--- config.mk ---
export PLATFORM = sky130hd
export DESIGN_NAME = mem_arbiter
export DESIGN_NICKNAME = d
export VERILOG_FILES = /design/src/rtl/mem_arbiter.sv
export SDC_FILE = /design/constraint.sdc
export NUM_CORES = 1
export LEC_CHECK = 0
export ABC_AREA = 0
export CORE_ASPECT_RATIO = 2
export CORE_UTILIZATION = 40
export DETAILED_ROUTE_END_ITERATION = 10
export GPL_ROUTABILITY_DRIVEN = 0
export PLACE_DENSITY = 0.93
export SLEW_MARGIN = 20
export SYNTH_ARGS = -nofsm -noshare
export SYNTH_HDL_FRONTEND = slang
export SYNTH_SLANG_ARGS = --single-unit
--- constraint.sdc ---
create_clock -name clk -period 3.9 [get_ports clk]
set_input_delay 0.78 -clock clk [delete_from_list [all_inputs] [get_ports clk]]
set_output_delay 0.78 -clock clk [all_outputs]
set_load 0.02 [all_outputs]
--- src/rtl/mem_arbiter.sv ---
//------------------------------------------------------------------------------
// mem_arbiter
//
// Purpose:
//   Shares one single-port synchronous Memory between an instruction-fetch
//   port (read only) and a data port (read/write). Each granted request
//   runs a fixed three-state sequence IDLE -> ACCESS -> RESP -> IDLE, and
//   the requester's done pulse is issued in the cycle after RESP.
//
//   Timing of one transaction (grant taken at posedge N):
//     cycle after N   : ACCESS, mem_read or mem_write high for this cycle
//     cycle after N+1 : RESP, Memory presents the registered mem_data
//     cycle after N+2 : IDLE, done pulse high, rdata valid (reads)
//
//   The cycle in which a done pulse is high is a turnaround cycle: no new
//   grant is taken in it. This keeps a requester that still holds its
//   request from being re-granted on a stale request, and it lets a tie
//   that persists across back-to-back transactions be resolved by the tie
//   policy instead of by whichever port happens to be done.
//
// Configuration:
//   MEM_ARB_RR_EN  defined   : round-robin on a tie (grant the port not
//                              granted last; last-grant updated on every
//                              grant, reset value = data port).
//                  undefined : fixed priority, the data port wins a tie.
//
// Parameters:
//   AW  address width (word index, passed through unchanged)
//   DW  data width
//
// Ports:
//   clk        single clock, all state changes on posedge
//   rst_n      synchronous active-low reset
//   i_req      fetch request, held until i_done
//   i_addr     fetch address
//   i_done     one-cycle pulse, fetch complete (rdata valid)
//   d_req      data request, held until d_done
//   d_we       data write enable (1 = write)
//   d_addr     data address
//   d_wdata    data write value
//   d_done     one-cycle pulse, data access complete
//   rdata      read data shared by both ports
//   busy       high whenever the arbiter is not in IDLE
//   mem_addr   Memory address
//   mem_wdata  Memory write data
//   mem_read   Memory read strobe (ACCESS cycle only)
//   mem_write  Memory write strobe (ACCESS cycle only)
//   mem_data   Memory read data, registered one edge after mem_read
//------------------------------------------------------------------------------
`default_nettype none

module mem_arbiter #(
   parameter int AW = 32,
   parameter int DW = 32
) (
   input  logic          clk,
   input  logic          rst_n,
   input  logic          i_req,
   input  logic [AW-1:0] i_addr,
   output logic          i_done,
   input  logic          d_req,
   input  logic          d_we,
   input  logic [AW-1:0] d_addr,
   input  logic [DW-1:0] d_wdata,
   output logic          d_done,
   output logic [DW-1:0] rdata,
   output logic          busy,
   output logic [AW-1:0] mem_addr,
   output logic [DW-1:0] mem_wdata,
   output logic          mem_read,
   output logic          mem_write,
   input  logic [DW-1:0] mem_data
);

   typedef enum logic [1:0] {
      ST_IDLE   = 2'b00,
      ST_ACCESS = 2'b01,
      ST_RESP   = 2'b10
   } state_t;

   state_t          state_r;
   logic [AW-1:0]   addr_r;
   logic [DW-1:0]   wdata_r;
   logic            we_r;
   logic            port_d_r;      // 1 = data port owns the transaction
   logic            i_done_r;
   logic            d_done_r;
   logic [DW-1:0]   rdata_r;
   logic            busy_r;
   logic            mem_read_r;
   logic            mem_write_r;
`ifdef MEM_ARB_RR_EN
   logic            last_d_r;      // 1 = data port was granted last
`endif

   logic            turnaround_s;
   logic            i_elig_s;
   logic            d_elig_s;
   logic            grant_v_s;
   logic            grant_d_s;
   logic [AW-1:0]   sel_addr_s;
   logic [DW-1:0]   sel_wdata_s;
   logic            sel_we_s;

   // Tie policy: returns 1 when the data port is to be granted.
`ifdef MEM_ARB_RR_EN
   function automatic logic pick_data(input logic i_e, input logic d_e,
                                      input logic last_d);
      logic pick;
      if (i_e && d_e) begin
         pick = ~last_d;
      end else if (d_e) begin
         pick = 1'b1;
      end else begin
         pick = 1'b0;
      end
      return pick;
   endfunction
`else
   function automatic logic pick_data(input logic i_e, input logic d_e);
      logic pick;
      if (d_e) begin
         pick = 1'b1;
      end else if (i_e) begin
         pick = 1'b0;
      end else begin
         pick = 1'b0;
      end
      return pick;
   endfunction
`endif

   // Eligibility, winner selection and the winner's request fields.
   always_comb begin
      turnaround_s = i_done_r | d_done_r;
      i_elig_s     = i_req & ~turnaround_s;
      d_elig_s     = d_req & ~turnaround_s;
      grant_v_s    = i_elig_s | d_elig_s;
`ifdef MEM_ARB_RR_EN
      grant_d_s    = pick_data(i_elig_s, d_elig_s, last_d_r);
`else
      grant_d_s    = pick_data(i_elig_s, d_elig_s);
`endif
      sel_addr_s   = '0;
      sel_wdata_s  = '0;
      sel_we_s     = 1'b0;
      if (grant_d_s) begin
         sel_addr_s  = d_addr;
         sel_wdata_s = d_wdata;
         sel_we_s    = d_we;
      end else begin
         // The fetch port can only read.
         sel_addr_s  = i_addr;
         sel_wdata_s = '0;
         sel_we_s    = 1'b0;
      end
   end

   // Arbiter FSM with all outputs registered.
   always_ff @(posedge clk) begin
      if (!rst_n) begin
         state_r     <= ST_IDLE;
         addr_r      <= '0;
         wdata_r     <= '0;
         we_r        <= 1'b0;
         port_d_r    <= 1'b0;
         i_done_r    <= 1'b0;
         d_done_r    <= 1'b0;
         rdata_r     <= '0;
         busy_r      <= 1'b0;
         mem_read_r  <= 1'b0;
         mem_write_r <= 1'b0;
`ifdef MEM_ARB_RR_EN
         last_d_r    <= 1'b1;
`endif
      end else begin
         // Done pulses last exactly one cycle.
         i_done_r <= 1'b0;
         d_done_r <= 1'b0;
         case (state_r)
            ST_IDLE: begin
               if (grant_v_s) begin
                  addr_r      <= sel_addr_s;
                  wdata_r     <= sel_wdata_s;
                  we_r        <= sel_we_s;
                  port_d_r    <= grant_d_s;
                  mem_read_r  <= ~sel_we_s;
                  mem_write_r <= sel_we_s;
                  busy_r      <= 1'b1;
                  state_r     <= ST_ACCESS;
`ifdef MEM_ARB_RR_EN
                  last_d_r    <= grant_d_s;
`endif
               end else begin
                  mem_read_r  <= 1'b0;
                  mem_write_r <= 1'b0;
                  busy_r      <= 1'b0;
                  state_r     <= ST_IDLE;
               end
            end
            ST_ACCESS: begin
               // The strobe is only ever one cycle wide.
               mem_read_r  <= 1'b0;
               mem_write_r <= 1'b0;
               busy_r      <= 1'b1;
               state_r     <= ST_RESP;
            end
            ST_RESP: begin
               // mem_data now holds the word registered by Memory.
               if (!we_r) begin
                  rdata_r <= mem_data;
               end else begin
                  rdata_r <= rdata_r;
               end
               if (port_d_r) begin
                  d_done_r <= 1'b1;
               end else begin
                  i_done_r <= 1'b1;
               end
               mem_read_r  <= 1'b0;
               mem_write_r <= 1'b0;
               busy_r      <= 1'b0;
               state_r     <= ST_IDLE;
            end
            default: begin
               mem_read_r  <= 1'b0;
               mem_write_r <= 1'b0;
               busy_r      <= 1'b0;
               state_r     <= ST_IDLE;
            end
         endcase
      end
   end

   assign i_done    = i_done_r;
   assign d_done    = d_done_r;
   assign rdata     = rdata_r;
   assign busy      = busy_r;
   assign mem_addr  = addr_r;
   assign mem_wdata = wdata_r;
   assign mem_read  = mem_read_r;
   assign mem_write = mem_write_r;

endmodule

`default_nettype wire

==> impl_metrics.ini, run 1 <==
[worst_setup_path]
slowest_delay_ns = 0.81
crit_chain = clkdlybuf4s50_1 -> or2_4 -> nand3_2 -> mux2i_1
critPathSlowestCell = nand3_2
required_ns = 4.14
critPathLaunchType = input port
arrival_ns = 2.71
path_max_fanout = 34
end_kind = flip-flop
worst-setup-path-type = input port to flip-flop
r2r_cells = 3

[synth]
ys_ff_latch = 105
yosysMostFrequentCell = nand2_1
syn_avg_cell_area_um2 = 9.86
yosysWarnings = 0
synth_edf_count = 0
syn_inst = 415
synth.top_cell.area_share = 0.514
synth.net_count = 548
async_flop_share = 0
ys_seq_area_frac = 0.514
synth.area.top_cells = dfxtp_1 51%, nand2_1 12%, mux2_2 8.8%, mux2i_1 8.1%, a22o_1 6.8%
syn_area_um2 = 4090
synth_ff_type = dfxtp_1
ys_types = 27
synthTopCellsByCount = 129 x nand2_1, 105 x dfxtp_1, 33 x a21oi_1, 33 x mux2i_1
yosysTopAreaCell = dfxtp_1

[timing]
rsz0062_at_grt = false
skew_ns = 0.00891
tightest_slew_ns = 1.07
finalHoldWorstSlack_ns = 0.454
max_freq_mhz = 404
setup_viol = 0
period_share = 0.634
layout_min_cycle_time_ns = 2.47
slew_headroom = 0.286
fin_setup_tns_ns = 0
hold_viol = 0
drv_slew = 0

[flow_run]
maxCapViolCount = 0

[finish]
stdcell_count = 767
n_fill_cell = 763
layout-drive-gt1-share = 0.0929
antennaDiodeCount = 0
layout.nets = 763
syn2layout_area_growth_pct = 63.8
multiInputGateArea_um2 = 1770
regArea_um2 = 2100
final_area_um2 = 6700

[clock_tree]
cts_hold_buffers = 0
clkTransAtPathRegs_ns = 0.07
ctsHtreeMaxLevel = 3
cts_tree = built
clockBufferDepth = 2
cts_sinks = 105
cts_resized = 0
cts_root_buffer = clkbuf_16
cts_setup_buffers = 0
clkLatencyLatePin_ns = 0.34
cts_buffers = 9

[run_status]
run_status = finished, final reports clean

[detailed_routing]
via_per_inst = 4.94
wirelength_um = 11600
via_count = 3792
drt-initial-drc-count = 143
ant_nets = 0
dr.pass1.iters = 5
wl_per_cell_um = 15.1
drc = 0

[global_route]
antenna_found_initial = 0
grt_pass1_vias = 3860
grt_max_degree = 71
grt.total_usage = 0.218
grt_pass1_wl_um = 17900
grt-ovfl-total = 0

[place]
post-dp-hpwl_um = 8840
place_inst = 750
port_buffers = 233
placed_cell_area_um2 = 6390

[die]
core-area_um2 = 9830
std_cell_rows = 51
die_h_um = 145
fp.dieW_um = 73.5
die-area_um2 = 10700
io_pins = 234
start_util = 0.416

[pwr]
p_leak_nw = 2.58
max-vdd-ir-drop_v = 0.000256
cellPowerDensity_nw_per_um2 = 405
p_total_mw = 2.71

[hold_path]
worstHoldPathType = flip-flop to flip-flop
whs_path_depth = 2
## worst max-delay path, delay by kind of cell
family | cells | cell delay [ns]
buffers and inverters | 1 | 0.51
multiplexers | 1 | 0.43
AND/OR/NAND/NOR | 2 | 0.98
## routing by layer
metal / track usage / wire length [um] / vias up
li1: - / - / 1836
met4: 0.117 / 500 / 0
met3: 0.0576 / 706 / 40
met1: 0.213 / 4060 / 1742
met5: 0 / 0 / -
met2: 0.396 / 6350 / 174
## registers in the layout (all words and copies together) (netlist names), 2 cells and up
name and flops:
mem_addr 32, rdata 32, mem_wdata 32, state_r 2
## logic make-up (layout without fill, tap and decap cells)
family / after synthesis / after routing / synth area share
flops: 105 / 105 / 0.514
simple gates: 142 / 142 / 0.142
buf+inv: 35 / 255 / 0.0578
mux: 65 / 65 / 0.169
compound gates: 68 / 68 / 0.118
## final timing paths
| path | slack, ns | start | to |
|---|---|---|---|
| setup / recovery | 1.43 | d_req | mem_addr[17]$_SDFFE_PN0P_ |
| hold / removal | 0.45 | rdata[15]$_SDFFE_PN0P_ | rdata[15]$_SDFFE_PN0P_ |
| setup reg to reg | 1.76 | d_done$_SDFF_PN0_ | mem_addr[17]$_SDFFE_PN0P_ |
| hold reg to reg | 0.45 | rdata[15]$_SDFFE_PN0P_ | rdata[15]$_SDFFE_PN0P_ |
## final cells by class
class / instances / area share
repair buffers: 237 / 0.352
flip-flops and latches: 105 / 0.314
multi-input cells: 275 / 0.263
clock buffers: 9 / 0.0336
well taps: 132 / 0.0246
clock inverters: 7 / 0.0114
inverters: 2 / 0.00112
## placed cells by master, fill, tap and decap left out, types with 2 or more instances in the layout
master | netlist | routed
buf_4 | 1 | 3
a21oi_1 | 33 | 33
clkinvlp_4 | 0 | 2
inv_6 | 0 | 3
nor2_1 | 2 | 2
nand2_1 | 129 | 129
dfxtp_1 | 105 | 105
clkdlybuf4s50_1 | 0 | 232
clkbuf_16 | 0 | 9
a22o_1 | 32 | 32
mux2_2 | 32 | 32
mux2i_1 | 33 | 33
## where the power goes
part | total (mW) | switching (mW) | internal, mW
logic | 0.614 | 0.275 | 0.339
registers | 1.20 | 0.0441 | 1.15
clock network | 0.903 | 0.400 | 0.503
total | 2.71 | 0.719 | 2.00
## per-stage QoR
| step | util | setup slack (ns) |
|---|---|---|
| floorplan | - | 2.12 |
| global placement | 0.650 | 1.18 |
| detailed placement | 0.650 | 1.05 |
| CTS | 0.681 | 1.41 |
| global route | 0.682 | 1.28 |
| finish | 0.682 | 1.43 |
(Power assumes the default switching activity.)
==> run 2: changes to the inputs <==
--- a/config.mk
+++ b/config.mk
@@ -7,10 +7,10 @@
 export LEC_CHECK = 0
 export ABC_AREA = 0
 export CORE_ASPECT_RATIO = 2
-export CORE_UTILIZATION = 40
+export CORE_UTILIZATION = 38
 export DETAILED_ROUTE_END_ITERATION = 10
 export GPL_ROUTABILITY_DRIVEN = 0
-export PLACE_DENSITY = 0.93
+export PLACE_DENSITY = 0.89
 export SLEW_MARGIN = 20
 export SYNTH_ARGS = -nofsm -noshare
 export SYNTH_HDL_FRONTEND = slang
==> constraint.sdc (replaced) <==
create_clock -name clk -period 2.49 [get_ports clk]
set_input_delay 0.498 -clock clk [delete_from_list [all_inputs] [get_ports clk]]
set_output_delay 0.498 -clock clk [all_outputs]
set_load 0.02 [all_outputs]
==> impl_metrics.ini, run 2 (synthesis results as in run 1) <==
[run_status]
run_status = finished, final reports clean

[pwr]
p_int_mw = 3.06
max-vdd-ir-drop_v = 0.000384
swShare = 0.269
cellPowerDensity_nw_per_um2 = 622
p_clk_frac = 0.322
power_frac_comb = 0.231
switching_power_mw = 1.13
p_total_mw = 4.19
p_seq_frac = 0.447
p_leak_nw = 2.61

[detailed_routing]
wirelength_um = 11400
ant_nets = 0
drc = 0
drt-initial-drc-count = 96
wl_per_cell_um = 14.7
dr.pass1.iters = 4
via_per_inst = 4.86
via_count = 3768

[clock_tree]
ctsHtreeMaxLevel = 3
clkLatencyLatePin_ns = 0.34
cts_setup_buffers = 0
clockBufferDepth = 2
cts_resized = 0
cts_hold_buffers = 0
cts_sinks = 105
cts_buffers = 9
cts_tree = built
clkTransAtPathRegs_ns = 0.08
cts_root_buffer = clkbuf_16

[die]
std_cell_rows = 53
die_h_um = 149
io_pins = 234
start_util = 0.391
fp.dieW_um = 75.4
die-area_um2 = 11200
core-area_um2 = 10500

[finish]
syn2layout_area_growth_pct = 64.6
regArea_um2 = 2100
n_fill_cell = 869
multiInputGateArea_um2 = 1770
layout.nets = 767
layout_common_cells = 232 x clkdlybuf4s50_1, 129 x nand2_1, 105 x dfxtp_1
antennaDiodeCount = 0
final_common_cell = clkdlybuf4s50_1
layout-drive-gt1-share = 0.0986

[timing]
setup_viol = 0
layout_setup_ws_ns = 0.673
slew_headroom = 0.297
hold_viol = 0
max_freq_mhz = 550
tightest_slew_ns = 1.05
layout_min_cycle_time_ns = 1.82
rsz0062_at_grt = false
finalHoldWorstSlack_ns = 0.456
period_share = 0.730
skew_ns = 0.00870
fin_setup_tns_ns = 0
drv_slew = 0

[place]
port_buffers = 233
post-dp-hpwl_um = 8750
dpl_worst_slack_ns = 0.440

[global_route]
antenna_found_initial = 0
grt-ovfl-total = 0
grt_pass1_vias = 3743
grt.total_usage = 0.202
grt_max_degree = 37
grt_pass1_wl_um = 17300

[worst_setup_path]
cp_top_family = buffers and inverters
required_ns = 1.99
critPathLaunchType = flip-flop
worst-setup-path-type = flip-flop to primary output
end_kind = primary output
arrival_ns = 1.32
path_max_fanout = 2
critPathSlowestCell = clkdlybuf4s50_1
path_buf_inv = 1
slowest_delay_ns = 0.63
crit_chain = clkdlybuf4s50_1

[hold_path]
worstHoldPathType = flip-flop to flip-flop

[flow_run]
maxCapViolCount = 0
[run 2: layout make-up]
| cell class | instances | share of cell area |
|---|---|---|
| Timing Repair Buffer | 241 | 0.356 |
| Sequential cell | 105 | 0.312 |
| Multi-Input combinational cell | 275 | 0.262 |
| Clock buffer | 10 | 0.0355 |
| Tap cell | 137 | 0.0255 |
| Clock inverter | 6 | 0.00743 |
| Inverter | 2 | 0.00111 |
[run 2: final timing paths]
path	from	end	slack [ns]	depth (start not counted)
setup reg to reg	state_r[0]$_SDFF_PN0_	rdata[14]$_SDFFE_PN0P_	0.77	3
hold reg to reg	rdata[29]$_SDFFE_PN0P_	rdata[29]$_SDFFE_PN0P_	0.46	2
hold / removal	rdata[29]$_SDFFE_PN0P_	rdata[29]$_SDFFE_PN0P_	0.46	2
setup / recovery	mem_wdata[25]$_SDFFE_PN0P_	mem_wdata[25]	0.67	1
[run 2: power groups by stage]
stage / Sequential (mW) / Combinational, mW / Clock (mW)
finish: 1.87 / 0.968 / 1.35
global route: 1.89 / 1.03 / 1.47
CTS: 1.87 / 0.979 / 1.39
detailed placement: 1.91 / 0.974 / 0
global placement: 1.90 / 0.952 / 0
floorplan: 2.05 / 0.344 / 0
[run 2: per-stage QoR]
| step | std cells | util | cell area [um^2] |
|---|---|---|---|
| after floorplan | 415 | - | 4090 |
| after global placement | 760 | 0.615 | 6450 |
| after detailed placement | 760 | 0.615 | 6450 |
| after CTS | 776 | 0.643 | 6740 |
| after global routing | 776 | 0.643 | 6740 |
| final | 776 | 0.643 | 6740 |
[run 2: routing by layer]
metal,GRT usage,routed length [um],vias to the layer above
met3,0.0459,709,39
met5,0,0,-
li1,-,-,1847
met4,0.115,582,0
met1,0.204,3950,1717
met2,0.364,6140,165
==> run 3: changes to the inputs <==
--- a/config.mk
+++ b/config.mk
@@ -7,10 +7,10 @@
 export LEC_CHECK = 0
 export ABC_AREA = 0
 export CORE_ASPECT_RATIO = 2
-export CORE_UTILIZATION = 38
+export CORE_UTILIZATION = 34
 export DETAILED_ROUTE_END_ITERATION = 10
 export GPL_ROUTABILITY_DRIVEN = 0
-export PLACE_DENSITY = 0.89
+export PLACE_DENSITY = 0.85
 export SLEW_MARGIN = 20
 export SYNTH_ARGS = -nofsm -noshare
 export SYNTH_HDL_FRONTEND = slang
==> constraint.sdc (replaced) <==
create_clock -name clk -period 1.5 [get_ports clk]
set_input_delay 0.3 -clock clk [delete_from_list [all_inputs] [get_ports clk]]
set_output_delay 0.3 -clock clk [all_outputs]
set_load 0.02 [all_outputs]
==> impl_metrics.ini, run 3 (synthesis results as in run 1) <==
[run_status]
run_status = finished, final reports clean

[worst_setup_path]
r2r_cells = 4
r2r_start = state_r[0]$_SDFF_PN0_
path_max_fanout = 18
critPathLaunchType = input port
r2r_end = mem_wdata[17]$_SDFFE_PN0P_
end_kind = flip-flop
worst-setup-path-type = input port to flip-flop
r2r_slack_ns = 0.14
required_ns = 1.73
arrival_ns = 1.62

[timing]
layout_min_cycle_time_ns = 1.39
tightest_slew_ns = 0.340
setup_viol = 0
period_share = 0.928
drv_slew = 0
finalHoldWorstSlack_ns = 0.317
rsz0062_at_grt = false
max_freq_mhz = 718
skew_ns = 0.00882
slew_headroom = 0.774
hold_viol = 0
layout_setup_ws_ns = 0.108

[finish]
layout_common_cells = 131 x clkdlybuf4s50_1, 129 x nand2_1, 105 x dfxtp_1
layout.nets = 776
layout.core_utilization = 0.574
final_common_cell = clkdlybuf4s50_1
n_fill_cell = 1028
syn2layout_area_growth_pct = 64.0
antennaDiodeCount = 0
stdcell_count = 793
layout-drive-gt1-share = 0.110

[pwr]
cellPowerDensity_nw_per_um2 = 1020
p_leak_nw = 3.07
p_total_mw = 6.82
max-vdd-ir-drop_v = 0.000534

[clock_tree]
ctsHtreeMaxLevel = 3
clkTransAtPathRegs_ns = 0.08
cts_buffers = 9
cts_sinks = 105
cts_tree = built
cts_root_buffer = clkbuf_16
cts_resized = 101
cts_hold_buffers = 0
clockBufferDepth = 2
cts_setup_buffers = 0
clkLatencyLatePin_ns = 0.34

[global_route]
grt.total_usage = 0.193
grt-ovfl-total = 0
antenna_found_initial = 0
grt_pass1_vias = 3897
grt_max_degree = 36
grt_pass1_wl_um = 18800

[detailed_routing]
dr.pass1.iters = 4
via_per_inst = 4.76
wl_per_cell_um = 15.0
ant_nets = 0
via_count = 3775
drc = 0
wirelength_um = 11900
drt-initial-drc-count = 164

[flow_run]
maxCapViolCount = 0

[place]
dpl_worst_slack_ns = -0.257
place_inst = 777
post-dp-hpwl_um = 9140
port_buffers = 233

[die]
die_h_um = 157
fp.dieW_um = 79.6
die-area_um2 = 12500
core-area_um2 = 11700
start_util = 0.350
io_pins = 234
std_cell_rows = 56

[hold_path]
worstHoldPathType = input port to flip-flop
holdCritStartpoint = rst_n
whs_path_depth = 3
whs_endpoint = mem_addr[31]$_SDFFE_PN0P_
## run 3: cell types whose count changed in the layout (fill, tap and decap cells not counted), sizes merged
cell	before	now
buf	9	18
clkdlybuf4s50	232	131
clkinv	3	2
dlygate4sd2	0	101
inv	4	5
## run 3: routing by layer
metal | vias to the layer above | wire [um] | global-route usage
met2 | 148 | 6660 | 0.369
met5 | - | 0 | 0
met1 | 1744 | 4190 | 0.194
met4 | 0 | 371 | 0.0866
met3 | 24 | 645 | 0.0388
li1 | 1859 | - | -
## run 3: how the worst max path moves through the flow
stage,startpoint,to,cells after the start
after detailed placement,d_req,mem_addr[27]$_SDFFE_PN0P_,5
final,d_req,mem_addr[8]$_SDFFE_PN0P_,5
after global routing,d_req,mem_addr[9]$_SDFFE_PN0P_,5
after floorplan,d_done$_SDFF_PN0_,mem_wdata[22]$_SDFFE_PN0P_,5
after CTS,d_req,mem_addr[27]$_SDFFE_PN0P_,5
after global placement,d_req,mem_addr[1]$_SDFFE_PN0P_,5
## run 3: area by class of cell
| class | count | area (um^2) | share of cell area |
|---|---|---|---|
| multi-input combinational | 275 | 1770 | 0.263 |
| timing repair buffer | 250 | 2380 | 0.354 |
| clock buffer | 10 | 229 | 0.0341 |
| inverter | 2 | 7.51 | 0.00112 |
| clock inverter | 6 | 50.0 | 0.00745 |
| tap | 145 | 181 | 0.0270 |
| sequential | 105 | 2100 | 0.313 |
## run 3: power breakdown
group | total (mW) | switching [mW] | internal [mW]
logic | 1.53 | 0.729 | 0.798
registers | 3.10 | 0.105 | 3.00
clock network | 2.20 | 1.05 | 1.15
total | 6.82 | 1.88 | 4.94
## run 3: per-stage QoR
step | TNS (ns) | cell area [um^2]
final | 0 | 6710
after global routing | 0 | 6710
after CTS | 0 | 6710
after detailed placement | -13.51 | 6560
after global placement | -11.33 | 6560
after floorplan | 0 | 4090
## run 3: worst max-delay path, cell delays in order
cell and delay, ns:
clkdlybuf4s50_1 0.53, buf_4 0.28, mux2_2 0.36, nand2_1 0.08
mux2i_1 0.07
==> variant (settings of run 3) <==
The 3 states of `state_t` get a one-hot encoding in 3 bits.
--- a/src/rtl/mem_arbiter.sv
+++ b/src/rtl/mem_arbiter.sv
@@ -72,10 +72,10 @@
    input  logic [DW-1:0] mem_data
 );
 
-   typedef enum logic [1:0] {
-      ST_IDLE   = 2'b00,
-      ST_ACCESS = 2'b01,
-      ST_RESP   = 2'b10
+   typedef enum logic [2:0] {
+      ST_IDLE   = 3'b001,
+      ST_ACCESS = 3'b010,
+      ST_RESP   = 3'b100
    } state_t;
 
    state_t          state_r;
Function: same outputs for any inputs over 4 cycles, from zero or initial values and one cycle with rst_n low; so few cycles prove little.
==> variant against run 3 <==
  * Routed wire length rose by 13%
  * Sequential share of layout area is 0.47 points lower
  * Sequential cell count increased by 1
  * Global-route usage increased by 1.9 points
  * Setup slack got worse by 0.012 ns
  * Core utilization up 1.5 points
  * Power rose by 2.9%
  * Synthesized area fell by 0.24%
  * Combinational power rose by 12%
  * Largest power group unchanged
  * Fmax decreased by 0.82%
  * Hold slack better by 0.13 ns
  * Clock skew down 0.0028 ns
  * Largest cell class unchanged
  * Cell area up 2.6%
==> variant: results (changes against run 3) <==
Clock network
  • Clock Tree Root: clkbuf_16
  • Clk buf depth: 2 (unchanged)
  • Worst-Skew Late Latency: between 0.3 and 0.4 ns
  • H-tree lvl count: 3 (unchanged)

Min path
  • Hold crit path type: reg -> reg
  • Hold Path Depth: 1 (-2)
  • Hold endpoint: i_done
  • Hold Startpoint: port_d_r

GRT
  • First-pass GRT wire length: 21000 um (+12%)
  • Largest net degree at the start of global routing: 65 (+81%)
  • GR Util All Layers: 0.212 (+0.0190)

Placed design
  • DP HPWL: 9650 um (+5.7%)
  • Dpl cell area: 6660 um2 (+1.5%)

Layout
  • Final net count: 828 (+6.7%)
  • Layout cells sized above 1: 0.0943 (-0.0153)
  • Fillcell total: 1016 (-1.2%)

Logic synthesis
  • Ranking of synthesized cells by area: dfxtp_1 (52%), nand2_1 (10%), o22ai_1 (7.2%)
  • Commonest cells post-synth: nand2_1 (112), dfxtp_1 (106), o22ai_1 (47)
  • Distinct cell type count after synthesis: 28 (+3.7%)
  • Syn nets: 602 (+9.9%)
  • Yosys warns: 0 (unchanged)
  • Seq/Total Area, Yosys: 0.520 (+0.00616)

Timing
  • Tightest Pin Transition: 0.362 ns (+0.0220 ns)
  • Clock skew: 0.00603 ns (-0.00279 ns)

Setup path
  • Worst R2R Start: state_r[2]
  • Reg2reg setup slack: 0.1 ns (-0.04 ns)
  • Crit path DAT: 1.66 ns (+0.04 ns)
  • RR Endpoint: mem_addr[30]
  • Cells on worst reg2reg path: 5 (+1)
  • Worst-path maximum fanout: 7 (-11)

Drt
  • Via density: 5.16 (+8.3%)
  • Drt first-iter violations: 157 (-4.3%)
  • Avg WL per Cell: 15.9 um (+6.1%)

Run status
  • Status: completed

Power and ir drop
  • LEAKAGE: 3.04 nW (-1.2%)
  • VDD IR-drop max: 517 uV (-3.1%)
## variant: final cells by class
| type | count | share of cell area |
|---|---|---|
| sequential | 106 | 0.308 |
| timing repair buffer | 259 | 0.366 |
| tap | 145 | 0.0263 |
| multi-input combinational | 316 | 0.259 |
| inverter | 3 | 0.00164 |
| clock inverter | 4 | 0.00418 |
| clock buffer | 12 | 0.0343 |
## variant: repair_timing
action / CTS / global route
pin swaps: 0 / 3
setup endpoints to repair: 150 / 18
resized for setup: 103 / 8
gates cloned: 0 / 2
hold buffers: 0 / 0
setup buffers: 0 / 1
## variant: cell families (layout without fill, tap and decap cells)
| group | Yosys count | count (layout) | share of synthesized area |
|---|---|---|---|
| compound gates | 132 | 132 | 0.231 |
| flops | 106 | 106 | 0.520 |
| buf+inv | 47 | 278 | 0.0512 |
| simple gates | 184 | 184 | 0.198 |
## variant: power by group
part | total [mW] | leakage [nW] | switching [mW] | internal [mW]
logic | 1.72 | 2.04 | 0.859 | 0.863
registers | 3.15 | 0.868 | 0.112 | 3.04
clock network | 2.14 | 0.123 | 1.02 | 1.13
## variant: worst max-delay path, cell delays in order, from the launching register on
cell and delay (ns):
dfxtp_1 0.34, buf_4 0.16, nor4bb_4 0.28, nand3_2 0.20, clkbuf_16 0.21, a22oi_1 0.15
## variant: worst max-delay path by stage
stage / startpoint / end / slack [ns] / depth (start not counted)
after floorplan: d_done / mem_addr[5] / 0.12 / 4
after global placement: d_req / mem_addr[10] / -0.35 / 6
after detailed placement: d_req / mem_addr[10] / -0.38 / 6
after CTS: d_req / mem_addr[10] / 0.009 / 6
after global routing: state_r[2] / mem_addr[25] / 0.01 / 5
final: state_r[2] / mem_addr[30] / 0.1 / 5
## variant: per-layer routing
| metal | up-vias | global-route usage | wire (um) |
|---|---|---|---|
| met4 | 0 | 0.106 | 523 |
| met2 | 197 | 0.373 | 7100 |
| met3 | 35 | 0.0475 | 887 |
| met5 | - | 0 | 0 |
| li1 | 2117 | - | - |
| met1 | 2007 | 0.235 | 4900 |
## variant: metrics by stage
step           setup slack, ns  setup TNS (ns)   util  hold WS [ns]  std cells
6_report                0.0962               0  0.588         0.443        845
5_1_grt                 0.0104               0  0.588         0.463        845
4_1_cts                0.00917               0  0.581         0.446        842
3_5_place_dp            -0.381          -22.59  0.569         0.440        826
3_3_place_gp            -0.347          -20.44  0.569         0.429        826
2_1_floorplan            0.117               0      -         0.403        469
